==> config.mk <==
export PLATFORM = sky130hd
export DESIGN_NAME = adc_intf_rx
export DESIGN_NICKNAME = d
export VERILOG_FILES = /design/src/rtl/adc_intf_rx_pkg.sv /design/src/rtl/adc_intf_rx_rx_iq_fifo_sync.sv /design/src/rtl/adc_intf_rx.sv
export SDC_FILE = /design/constraint.sdc
export NUM_CORES = 1
export LEC_CHECK = 0
export BUFFER_PORTS_ARGS = -buffer_cell sky130_fd_sc_hd__buf_2
export CORE_ASPECT_RATIO = 0.6
export CORE_UTILIZATION = 56
export DETAILED_ROUTE_END_ITERATION = 7
export PLACE_DENSITY = 0.83
export SKIP_LAST_GASP = 1
export SLEW_MARGIN = 20
export SYNTH_ARGS = -nofsm -noshare
export SYNTH_HDL_FRONTEND = slang
export SYNTH_HIERARCHICAL = 1
export SYNTH_SLANG_ARGS = --single-unit
==> constraint.sdc <==
create_clock -name acc_clk -period 5.4 [get_ports acc_clk]
set_input_delay 0.54 -clock acc_clk [delete_from_list [all_inputs] [get_ports acc_clk]]
set_output_delay 0.54 -clock acc_clk [all_outputs]
set_load 0.05 [all_outputs]
==> src/rtl/adc_intf_rx_pkg.sv <==
// adc_intf_rx_pkg: shared constants and types for the ADC receive interface.
// IQ word layout is {I, Q}, each half IQ_WORD_W/2 bits wide.
package adc_intf_rx_pkg;

    localparam int unsigned IQ_WORD_W           = 32;
    localparam int unsigned ANT0_LSB            = 0;
    localparam int unsigned ANT1_LSB            = 32;
    localparam int unsigned FIFO_DEPTH_LOG2_DEF = 5;

    typedef logic [IQ_WORD_W-1:0]         iq_word_t;
    typedef logic [FIFO_DEPTH_LOG2_DEF:0] fifo_cnt_t;

    // Exchange the I and Q halves of one IQ word.
    function automatic iq_word_t iq_swap_halves(input iq_word_t w);
        return {w[IQ_WORD_W/2-1:0], w[IQ_WORD_W-1:IQ_WORD_W/2]};
    endfunction

endpackage

==> src/rtl/adc_intf_rx_rx_iq_fifo_sync.sv <==
// rx_iq_fifo_sync: single-clock first-word-fall-through FIFO.
// Pointers carry an extra wrap bit so occupancy is a plain subtraction.
// A write while full is accepted only when a read happens in the same cycle.
module rx_iq_fifo_sync #(
    parameter int unsigned WIDTH      = 32,
    parameter int unsigned DEPTH_LOG2 = 5
) (
    input  logic                  clk_i,
    input  logic                  rst_ni,
    input  logic                  flush_i,
    input  logic                  wr_en_i,
    input  logic [WIDTH-1:0]      wr_data_i,
    input  logic                  rd_en_i,
    output logic [WIDTH-1:0]      rd_data_o,
    output logic [DEPTH_LOG2:0]   count_o,
    output logic                  full_o,
    output logic                  empty_o
);

    localparam int unsigned DEPTH = 1 << DEPTH_LOG2;

    logic [WIDTH-1:0]    mem_q [DEPTH];
    logic [DEPTH_LOG2:0] wr_ptr_q, wr_ptr_d;
    logic [DEPTH_LOG2:0] rd_ptr_q, rd_ptr_d;
    logic                do_rd;
    logic                do_wr;

    // Status flags, accept qualification and next pointers.
    always_comb begin
        count_o   = wr_ptr_q - rd_ptr_q;
        empty_o   = (wr_ptr_q == rd_ptr_q);
        full_o    = (count_o == (DEPTH_LOG2+1)'(DEPTH));
        do_rd     = rd_en_i & ~empty_o;
        do_wr     = wr_en_i & (~full_o | do_rd);
        rd_data_o = mem_q[rd_ptr_q[DEPTH_LOG2-1:0]];
        wr_ptr_d  = wr_ptr_q;
        rd_ptr_d  = rd_ptr_q;
        if (flush_i) begin
            wr_ptr_d = '0;
            rd_ptr_d = '0;
        end else begin
            if (do_wr) wr_ptr_d = wr_ptr_q + 1'b1;
            if (do_rd) rd_ptr_d = rd_ptr_q + 1'b1;
        end
    end

    // Pointer registers.
    always_ff @(posedge clk_i or negedge rst_ni) begin
        if (!rst_ni) begin
            wr_ptr_q <= '0;
            rd_ptr_q <= '0;
        end else begin
            wr_ptr_q <= wr_ptr_d;
            rd_ptr_q <= rd_ptr_d;
        end
    end

    // Storage array; contents need no reset because occupancy gates every read.
    always_ff @(posedge clk_i) begin
        if (do_wr && !flush_i) begin
            mem_q[wr_ptr_q[DEPTH_LOG2-1:0]] <= wr_data_i;
        end
    end

endmodule

==> src/rtl/adc_intf_rx.sv <==
// adc_intf_rx: antenna select, optional decimate-by-2, one stage register,
// then an FWFT FIFO toward the RX accelerator with overflow tracking.
// Optional build macro ADC_INTF_RX_IQ_SWAP_EN adds iq_swap, which stores
// the selected word as {Q,I} instead of {I,Q}.
module adc_intf_rx
    import adc_intf_rx_pkg::*;
#(
    parameter int unsigned IQ_DATA_WIDTH       = 16,
    parameter int unsigned ADC_PACK_DATA_WIDTH = 64,
    parameter int unsigned FIFO_DEPTH_LOG2     = 5,
    parameter int unsigned OVF_CNT_WIDTH       = 16
) (
    input  logic                           acc_clk,
    input  logic                           acc_rstn,
    input  logic [ADC_PACK_DATA_WIDTH-1:0] adc_data,
    input  logic                           adc_valid,
    input  logic                           src_sel,
    input  logic                           ant_flag,
    input  logic                           decim_en,
    output logic [2*IQ_DATA_WIDTH-1:0]     data_to_acc,
    output logic                           data_valid_to_acc,
    input  logic                           acc_ready,
    output logic [FIFO_DEPTH_LOG2:0]       fifo_count,
    output logic                           ovf_sticky,
    output logic [OVF_CNT_WIDTH-1:0]       ovf_cnt,
    input  logic                           ovf_clr
`ifdef ADC_INTF_RX_IQ_SWAP_EN
    ,
    input  logic                           iq_swap
`endif
);

    iq_word_t                 sel_word;
    iq_word_t                 stage_word;
    logic                     keep;
    logic                     phase_q, phase_d;
    logic                     stage_vld_q;
    iq_word_t                 stage_data_q;
    logic                     fifo_full;
    logic                     fifo_empty;
    iq_word_t                 fifo_head;
    fifo_cnt_t                fifo_fill;
    logic                     pop;
    logic                     ovf_evt;
    logic                     ovf_sticky_q, ovf_sticky_d;
    logic [OVF_CNT_WIDTH-1:0] ovf_cnt_q, ovf_cnt_d;

    // Antenna lane select and optional IQ half swap of the incoming sample.
    always_comb begin
        sel_word = ant_flag ? adc_data[ANT1_LSB +: IQ_WORD_W]
                            : adc_data[ANT0_LSB +: IQ_WORD_W];
`ifdef ADC_INTF_RX_IQ_SWAP_EN
        stage_word = iq_swap ? iq_swap_halves(sel_word) : sel_word;
`else
        stage_word = sel_word;
`endif
    end

    // Decimator: keep the sample on phase 0; phase parks at 0 when disabled.
    always_comb begin
        keep    = 1'b0;
        phase_d = phase_q;
        if (src_sel && adc_valid) begin
            if (decim_en) begin
                keep    = ~phase_q;
                phase_d = ~phase_q;
            end else begin
                keep = 1'b1;
            end
        end
        if (!src_sel || !decim_en) phase_d = 1'b0;
    end

    // Stage-1 register; swap choice is captured together with the sample.
    always_ff @(posedge acc_clk or negedge acc_rstn) begin
        if (!acc_rstn) begin
            phase_q      <= 1'b0;
            stage_vld_q  <= 1'b0;
            stage_data_q <= '0;
        end else begin
            phase_q     <= phase_d;
            stage_vld_q <= keep;
            if (keep) stage_data_q <= stage_word;
        end
    end

    rx_iq_fifo_sync #(
        .WIDTH      (IQ_WORD_W),
        .DEPTH_LOG2 (FIFO_DEPTH_LOG2)
    ) u_fifo (
        .clk_i     (acc_clk),
        .rst_ni    (acc_rstn),
        .flush_i   (~src_sel),
        .wr_en_i   (stage_vld_q & src_sel),
        .wr_data_i (stage_data_q),
        .rd_en_i   (pop),
        .rd_data_o (fifo_head),
        .count_o   (fifo_fill),
        .full_o    (fifo_full),
        .empty_o   (fifo_empty)
    );

    // Output gating and overflow event / counter next-state.
    always_comb begin
        data_valid_to_acc = ~fifo_empty & src_sel;
        data_to_acc       = data_valid_to_acc ? fifo_head : '0;
        fifo_count        = fifo_fill;
        pop               = data_valid_to_acc & acc_ready;
        ovf_evt           = stage_vld_q & src_sel & fifo_full & ~pop;
        ovf_sticky_d      = ovf_sticky_q;
        ovf_cnt_d         = ovf_cnt_q;
        if (ovf_evt) begin
            ovf_sticky_d = 1'b1;
            if (ovf_clr)         ovf_cnt_d = OVF_CNT_WIDTH'(1);
            else if (~&ovf_cnt_q) ovf_cnt_d = ovf_cnt_q + 1'b1;
        end else if (ovf_clr) begin
            ovf_sticky_d = 1'b0;
            ovf_cnt_d    = '0;
        end
        ovf_sticky = ovf_sticky_q;
        ovf_cnt    = ovf_cnt_q;
    end

    // Overflow diagnostics registers.
    always_ff @(posedge acc_clk or negedge acc_rstn) begin
        if (!acc_rstn) begin
            ovf_sticky_q <= 1'b0;
            ovf_cnt_q    <= '0;
        end else begin
            ovf_sticky_q <= ovf_sticky_d;
            ovf_cnt_q    <= ovf_cnt_d;
        end
    end

endmodule

==> flow_metrics.env, run 1 <==
export IMPL_die_area_um2=77100
export IMPL_synth_seq_cells=1087
export IMPL_postRouteAntennaNets=0
export IMPL_clkTransAtPathRegs_ns=0.07
export IMPL_async_flop_share_pct=5.796
export IMPL_worst_slew_pin_slew_ns=1.152
export IMPL_r2r_cells=10
export IMPL_period_share_pct=90.22
export IMPL_layout_setup_ws_ns=0.5282
export IMPL_yosysTopAreaCell="edfxtp_1"
export IMPL_firstDrtPassIters=5
export IMPL_max_freq_mhz=205.3
export IMPL_drc=0
export IMPL_arrival_ns=4.33
export IMPL_met1_usage_pct=39.28
export IMPL_hold_viol=0
export IMPL_worst_setup_path_start_kind="flip-flop"
export IMPL_grt_pass1_wl_um=151700
export IMPL_slew_viol_final=0
export IMPL_power_net_switching_mw=3.567
export IMPL_regArea_um2=32350
export IMPL_swShare_pct=21.23
export IMPL_maxCapViolations=0
export IMPL_max_vdd_ir_drop_mv=0.2626
export IMPL_n_antenna_cell=0
export IMPL_grt_use_total_pct=27.44
export IMPL_syn_to_final_growth_pct=12.28
export IMPL_power_internal_mw=13.24
export IMPL_grt_use_met3_pct=5.353
export IMPL_hold_buffers=0
export IMPL_synth_cell_types=46
export IMPL_io_buffers=127
export IMPL_rsz0062_at_grt="no"
export IMPL_first_global_vias=21970
export IMPL_hold_class="input pin to asynchronous set/reset pin"
export IMPL_grt_max_degree=148
export IMPL_slew_headroom_pct=22.78
export IMPL_status="finished clean"
export IMPL_fin_nets=2215
export IMPL_power_frac_comb_pct=2.5
export IMPL_instances_no_fill=3187
export IMPL_postCtsSetupRepairBufs=0
export IMPL_cts_sinks=1087
export IMPL_start_util_pct=57.19
export IMPL_vias=21640
export IMPL_worstReg2RegEnd="u_fifo/mem_q[0][16]"
export IMPL_die_h_um=215.5
export IMPL_die_w_um=357.8
export IMPL_leakage_nw=15.19
export IMPL_tns_ns=0
export IMPL_dp_hpwl_um=57010
export IMPL_cts_htree_levels=3
export IMPL_final_setup_skew_ns=0.02645
export IMPL_std_cell_rows=77
export IMPL_synthTopCellsByArea="edfxtp_1, mux4_2, dfrtp_1"
export IMPL_grt_use_met2_pct=43.68
export IMPL_io_pins=128
export IMPL_synth_cells=1962
export IMPL_synth_top_area_share_pct=72.29
export IMPL_antenna_found_initial=4
export IMPL_place_area_um2=44610
export IMPL_insertion_delay_ns=0.65
export IMPL_synthFlopType="edfxtp_1"
export IMPL_synth_seq_area_share_pct=76.00
export IMPL_regToRegSetupSlack_ns=1.08
export IMPL_core_area_um2=74380
export IMPL_yosys_warnings=6
export IMPL_stdcell_area_um2=47760
export IMPL_syn_avg_cell_area_um2=21.68
export IMPL_pre_cts_ws_ns=1.022
export IMPL_wl_um=104700
export IMPL_syn_nets=2046
export IMPL_cts_resized_gates=0
export IMPL_synth_edf_count=1024
export IMPL_r2r_start="u_fifo/rd_ptr_q[1]"
export IMPL_fill_cells=4605
export IMPL_grt_ovfl_total=0
export IMPL_fin_hold_ws_ns=0.07478
export IMPL_setup_viol=0
export IMPL_crit_fanout=59
export IMPL_fin_crit_ns=4.872
export IMPL_gp_congestion=0.8741
export IMPL_crit_path_end_kind="output port"
export IMPL_p_seq_share_pct=58.4
export IMPL_wl_per_cell_um=32.85
export IMPL_drive_gt1_share_pct=31.50
export IMPL_power_density_nw_per_um2=351.8
export IMPL_multi_input_area_um2=9958
export IMPL_synth_area_um2=42540
export IMPL_cts_path_max_buffers=3
export IMPL_clock_root_buffer="clkbuf_16"
export IMPL_dp_cells=3020
export IMPL_numCtsBuffers=89
export IMPL_finalPower_mw=16.80
export IMPL_crit_type="flip-flop to output port"
export IMPL_required_ns=4.86
export IMPL_routed_via_density=6.789
export IMPL_drt_iter0_drc=3130
export IMPL_cts_tree="done"
export IMPL_final_util_pct=64.21
export IMPL_grt_busiest_layer="met2"
export IMPL_p_clk_share_pct=39.2
==> layout make-up <==
cell class	count	share of cell area (%)
timing repair buffer	188	2.625
tap	987	2.586
clock inverter	56	1.142
multi-input combinational	748	20.85
clock buffer	104	4.915
sequential	1087	67.74
inverter	17	0.1389
==> cell usage after synthesis (all sizes together) (5+ instances only) <==
cell type  number
edfxtp       1024
mux4          320
nand2         105
dfrtp          63
clkbuf         60
nor2           59
buf            50
a21oi          46
and2           36
mux2i          33
nor3           28
inv            16
ha             11
o21ai          11
or3            11
nand3          10
or4            10
a31oi           9
nand4           8
nand2b          7
o31ai           7
xnor2           6
xor2            5
==> per-layer routing <==
layer | up-vias | part of all wire [%]
li1 | 8470 | -
met1 | 11360 | 37
met2 | 1584 | 49
met3 | 218 | 11
met4 | 2 | 2.8
met5 | - | 0.0067
==> worst max path at each step <==
stage               slack, ns  cells past startpoint                from                   end
floorplan               -0.79                     17  u_fifo/rd_ptr_q[1]    u_fifo/mem_q[2][0]
global placement         1.07                     11  u_fifo/rd_ptr_q[1]  u_fifo/mem_q[11][18]
detailed placement       1.02                     11  u_fifo/rd_ptr_q[1]   u_fifo/mem_q[7][10]
CTS                      0.53                      8  u_fifo/rd_ptr_q[1]       data_to_acc[17]
global route             0.38                      8  u_fifo/rd_ptr_q[1]       data_to_acc[17]
finish                   0.53                      8  u_fifo/rd_ptr_q[1]       data_to_acc[22]
==> kinds of logic after synthesis <==
family | after synthesis | share of synthesized area (%)
flops | 1087 | 76.00
buf+inv | 127 | 1.241
fa+ha+maj | 12 | 0.3706
xor+xnor | 11 | 0.2265
mux | 355 | 17.77
compound gates | 78 | 1.059
simple gates | 292 | 3.333
==> registers in the layout, indices dropped and copies added (netlist names) <==
| register | cells |
|---|---|
| ovf_cnt | 16 |
| ovf_sticky | 1 |
| phase_q | 1 |
| stage_data_q | 32 |
| stage_vld_q | 1 |
| u_fifo/mem_q | 1024 |
| u_fifo/rd_ptr_q | 6 |
| u_fifo/wr_ptr_q | 6 |
==> critical path: stages, from the launching register on <==
cell     delay (ns)
dfrtp_4        0.41
buf_4          0.64
buf_4          0.85
mux4_2         0.43
mux4_2         0.52
nand2_1        0.10
nand2_1        0.19
and2_1         0.21
buf_2          0.21
==> power by group through the flow <==
stage	registers (mW)	logic, mW	clock network (mW)
after detailed placement	9.99	0.398	0
after global routing	9.82	0.438	6.93
after CTS	9.81	0.411	6.64
after floorplan	9.90	0.150	0
final	9.81	0.413	6.59
after global placement	9.96	0.374	0
==> layout by cell type, fill, tap and decap left out, types with 4 or more instances in the layout <==
master      instances
clkbuf_16          92
a21oi_1            45
dfrtp_2            12
and2_1             36
nand3_1            10
buf_12              8
nor3_4             11
or3_1              11
ha_1               11
buf_4              50
clkinvlp_4          5
o21ai_0             5
nor2_4              9
nand2b_1            7
nor2_1             50
xnor2_1             6
nor2b_1             4
dfrtp_1            48
a31oi_1             9
clkinv_1           19
nor3_2             13
nor3_1              4
mux2i_1            33
xor2_1              5
or4_1               9
buf_2             127
clkbuf_1           12
inv_1              15
nand2_1           105
mux4_2            320
nand4_1             7
edfxtp_1         1024
bufinv_16          10
o21ai_1             5
clkinv_2           15
o31ai_1             7
(Power assumes the default switching activity.)
==> run 2: changes to the inputs <==
--- a/config.mk
+++ b/config.mk
@@ -7,9 +7,9 @@
 export LEC_CHECK = 0
 export BUFFER_PORTS_ARGS = -buffer_cell sky130_fd_sc_hd__buf_2
 export CORE_ASPECT_RATIO = 0.6
-export CORE_UTILIZATION = 56
+export CORE_UTILIZATION = 66
 export DETAILED_ROUTE_END_ITERATION = 7
-export PLACE_DENSITY = 0.83
+export PLACE_DENSITY = 0.91
 export SKIP_LAST_GASP = 1
 export SLEW_MARGIN = 20
 export SYNTH_ARGS = -nofsm -noshare
==> constraint.sdc (replaced) <==
create_clock -name acc_clk -period 5.7 [get_ports acc_clk]
set_input_delay 0.57 -clock acc_clk [delete_from_list [all_inputs] [get_ports acc_clk]]
set_output_delay 0.57 -clock acc_clk [all_outputs]
set_load 0.05 [all_outputs]
==> run 2 against run 1 <==
Against the previous run: sequential share of layout area rose by 0.43 points; register-to-register slack got worse by 0.15 ns; clock power fell by 2%; core utilization rose by 11 points; final cell count fell by 4.6%; largest cell class unchanged.
==> flow_metrics.env, run 2 (synthesized netlist as in run 1, its figures left out) <==
export IMPL_max_vdd_ir_drop_mv=0.2897
export IMPL_setup_viol=0
export IMPL_maxCapViolations=0
export IMPL_hold_viol=0
export IMPL_crit_path_end_kind="output port"
export IMPL_cts_sinks=1087
export IMPL_largest_register_ff_count=1024
export IMPL_period_share_pct=86.41
export IMPL_crit_path_cell_trace="buf_4 > mux4_2 > mux4_2 > nand2_1 > nand2_1 > and2_1 > buf_2"
export IMPL_std_cell_rows=71
export IMPL_cts_htree_levels=3
export IMPL_grt_ovfl_total=0
export IMPL_postCtsSetupRepairBufs=0
export IMPL_rsz0062_at_grt="no"
export IMPL_crit_type="flip-flop to output port"
export IMPL_swShare_pct=21.72
export IMPL_layout_common_cells="edfxtp_1, mux4_2, buf_2"
export IMPL_hold_buffers=0
export IMPL_cts_path_max_buffers=3
export IMPL_firstDrtPassIters=8
export IMPL_status="finished clean"
export IMPL_cp_num_buf_inv=2
export IMPL_io_buffers=127
export IMPL_drc=0
export IMPL_max_freq_mhz=203.0
export IMPL_wl_um=118500
export IMPL_routed_via_density=7.523
export IMPL_drive_gt1_share_pct=31.76
export IMPL_cp_top_family="buffers and inverters"
export IMPL_drt_iter0_drc=3580
export IMPL_die_area_um2=65500
export IMPL_die_w_um=329.7
export IMPL_insertion_delay_ns=0.67
export IMPL_hold_class="input pin to asynchronous set/reset pin"
export IMPL_leakage_nw=15.02
export IMPL_grt_pass1_wl_um=166300
export IMPL_critPathMaxStageDelay_ns=0.96
export IMPL_cts_resized_gates=0
export IMPL_power_internal_mw=12.66
export IMPL_fin_crit_ns=4.925
export IMPL_vias=22870
export IMPL_layout_commonest_cell="edfxtp_1"
export IMPL_p_clk_share_pct=40.2
export IMPL_slew_headroom_pct=21.61
export IMPL_start_util_pct=67.34
export IMPL_core_area_um2=63160
export IMPL_io_pins=128
export IMPL_numCtsBuffers=90
export IMPL_crit_fanout=63
export IMPL_antenna_found_initial=7
export IMPL_clock_root_buffer="clkbuf_16"
export IMPL_multi_input_area_um2=9881
export IMPL_arrival_ns=4.36
export IMPL_finalPower_mw=16.17
export IMPL_power_density_nw_per_um2=340.5
export IMPL_cts_tree="done"
export IMPL_clkTransAtPathRegs_ns=0.07
export IMPL_p_seq_share_pct=58.3
export IMPL_grt_max_degree=85
export IMPL_worst_setup_path_start_kind="flip-flop"
export IMPL_grt_use_total_pct=37.15
export IMPL_place_area_um2=44420
export IMPL_required_ns=5.13
export IMPL_gp_congestion=0.8806
export IMPL_worst_slew_pin_slew_ns=1.176
export IMPL_first_global_vias=22860
export IMPL_slew_viol_final=0
export IMPL_stdcell_area_um2=47470
export IMPL_die_h_um=198.6
export IMPL_regArea_um2=32360
export IMPL_power_net_switching_mw=3.510
export IMPL_dp_hpwl_um=62280
export IMPL_power_frac_comb_pct=1.6
export IMPL_syn_to_final_growth_pct=11.61
export IMPL_postRouteAntennaNets=0
export IMPL_slowest_stage="dfrtp_4"
export IMPL_fill_cells=3073
export IMPL_wl_per_cell_um=38.97
export IMPL_fin_nets=2204
export IMPL_final_setup_skew_ns=0.02863
-- run 2: routing by layer --
metal	track usage, %	routed length (um)
met4	16.05	6263
met2	60.78	58930
met3	7.569	14800
met1	49.57	38460
met5	0	8
-- run 2: layout make-up --
class / count / share of cell area [%]
diodes: 3 / 0.01581
clock buffers: 111 / 5.084
clock inverters: 59 / 1.276
inverters: 17 / 0.1397
multi-input cells: 748 / 20.81
flip-flops and latches: 1087 / 68.17
well taps: 839 / 2.211
repair buffers: 176 / 2.290
-- run 2: path summary, 6_finish.rpt --
kind | start | end | slack, ns | cells after the start
max | u_fifo/rd_ptr_q[1] | data_to_acc[6] | 0.77 | 7
max in group asynchronous | acc_rstn | stage_data_q[14] | 4.95 | 1
min in group acc_clk | adc_data[30] | stage_data_q[30] | 0.23 | 3
max reg2reg | u_fifo/rd_ptr_q[1] | u_fifo/mem_q[24][11] | 0.93 | 13
min | acc_rstn | ovf_cnt[15] | 0.05 | 1
min reg2reg | ovf_sticky | ovf_sticky | 0.54 | 2
-- run 2: power by group through the flow --
| stage | clock, mW | combinational, mW | sequential [mW] |
|---|---|---|---|
| 2_1_floorplan | 0 | 0.142 | 9.38 |
| 3_3_place_gp | 0 | 0.213 | 9.53 |
| 3_5_place_dp | 0 | 0.233 | 9.58 |
| 4_1_cts | 6.49 | 0.249 | 9.42 |
| 5_1_grt | 6.76 | 0.266 | 9.43 |
| 6_report | 6.49 | 0.255 | 9.42 |
-- run 2: metrics by stage --
stage          utilization, %  worst slack [ns]  cells  setup TNS, ns  hold slack, ns
2_1_floorplan               -           -0.4939   1962        -373.45          0.2744
3_3_place_gp            70.21             1.322   2864              0          0.5110
3_5_place_dp            70.33             1.094   2867              0          0.5314
4_1_cts                 75.11            0.6761   3037              0         0.04435
5_1_grt                 75.16            0.6236   3038              0          0.1026
6_report                75.16            0.7747   3040              0         0.04633
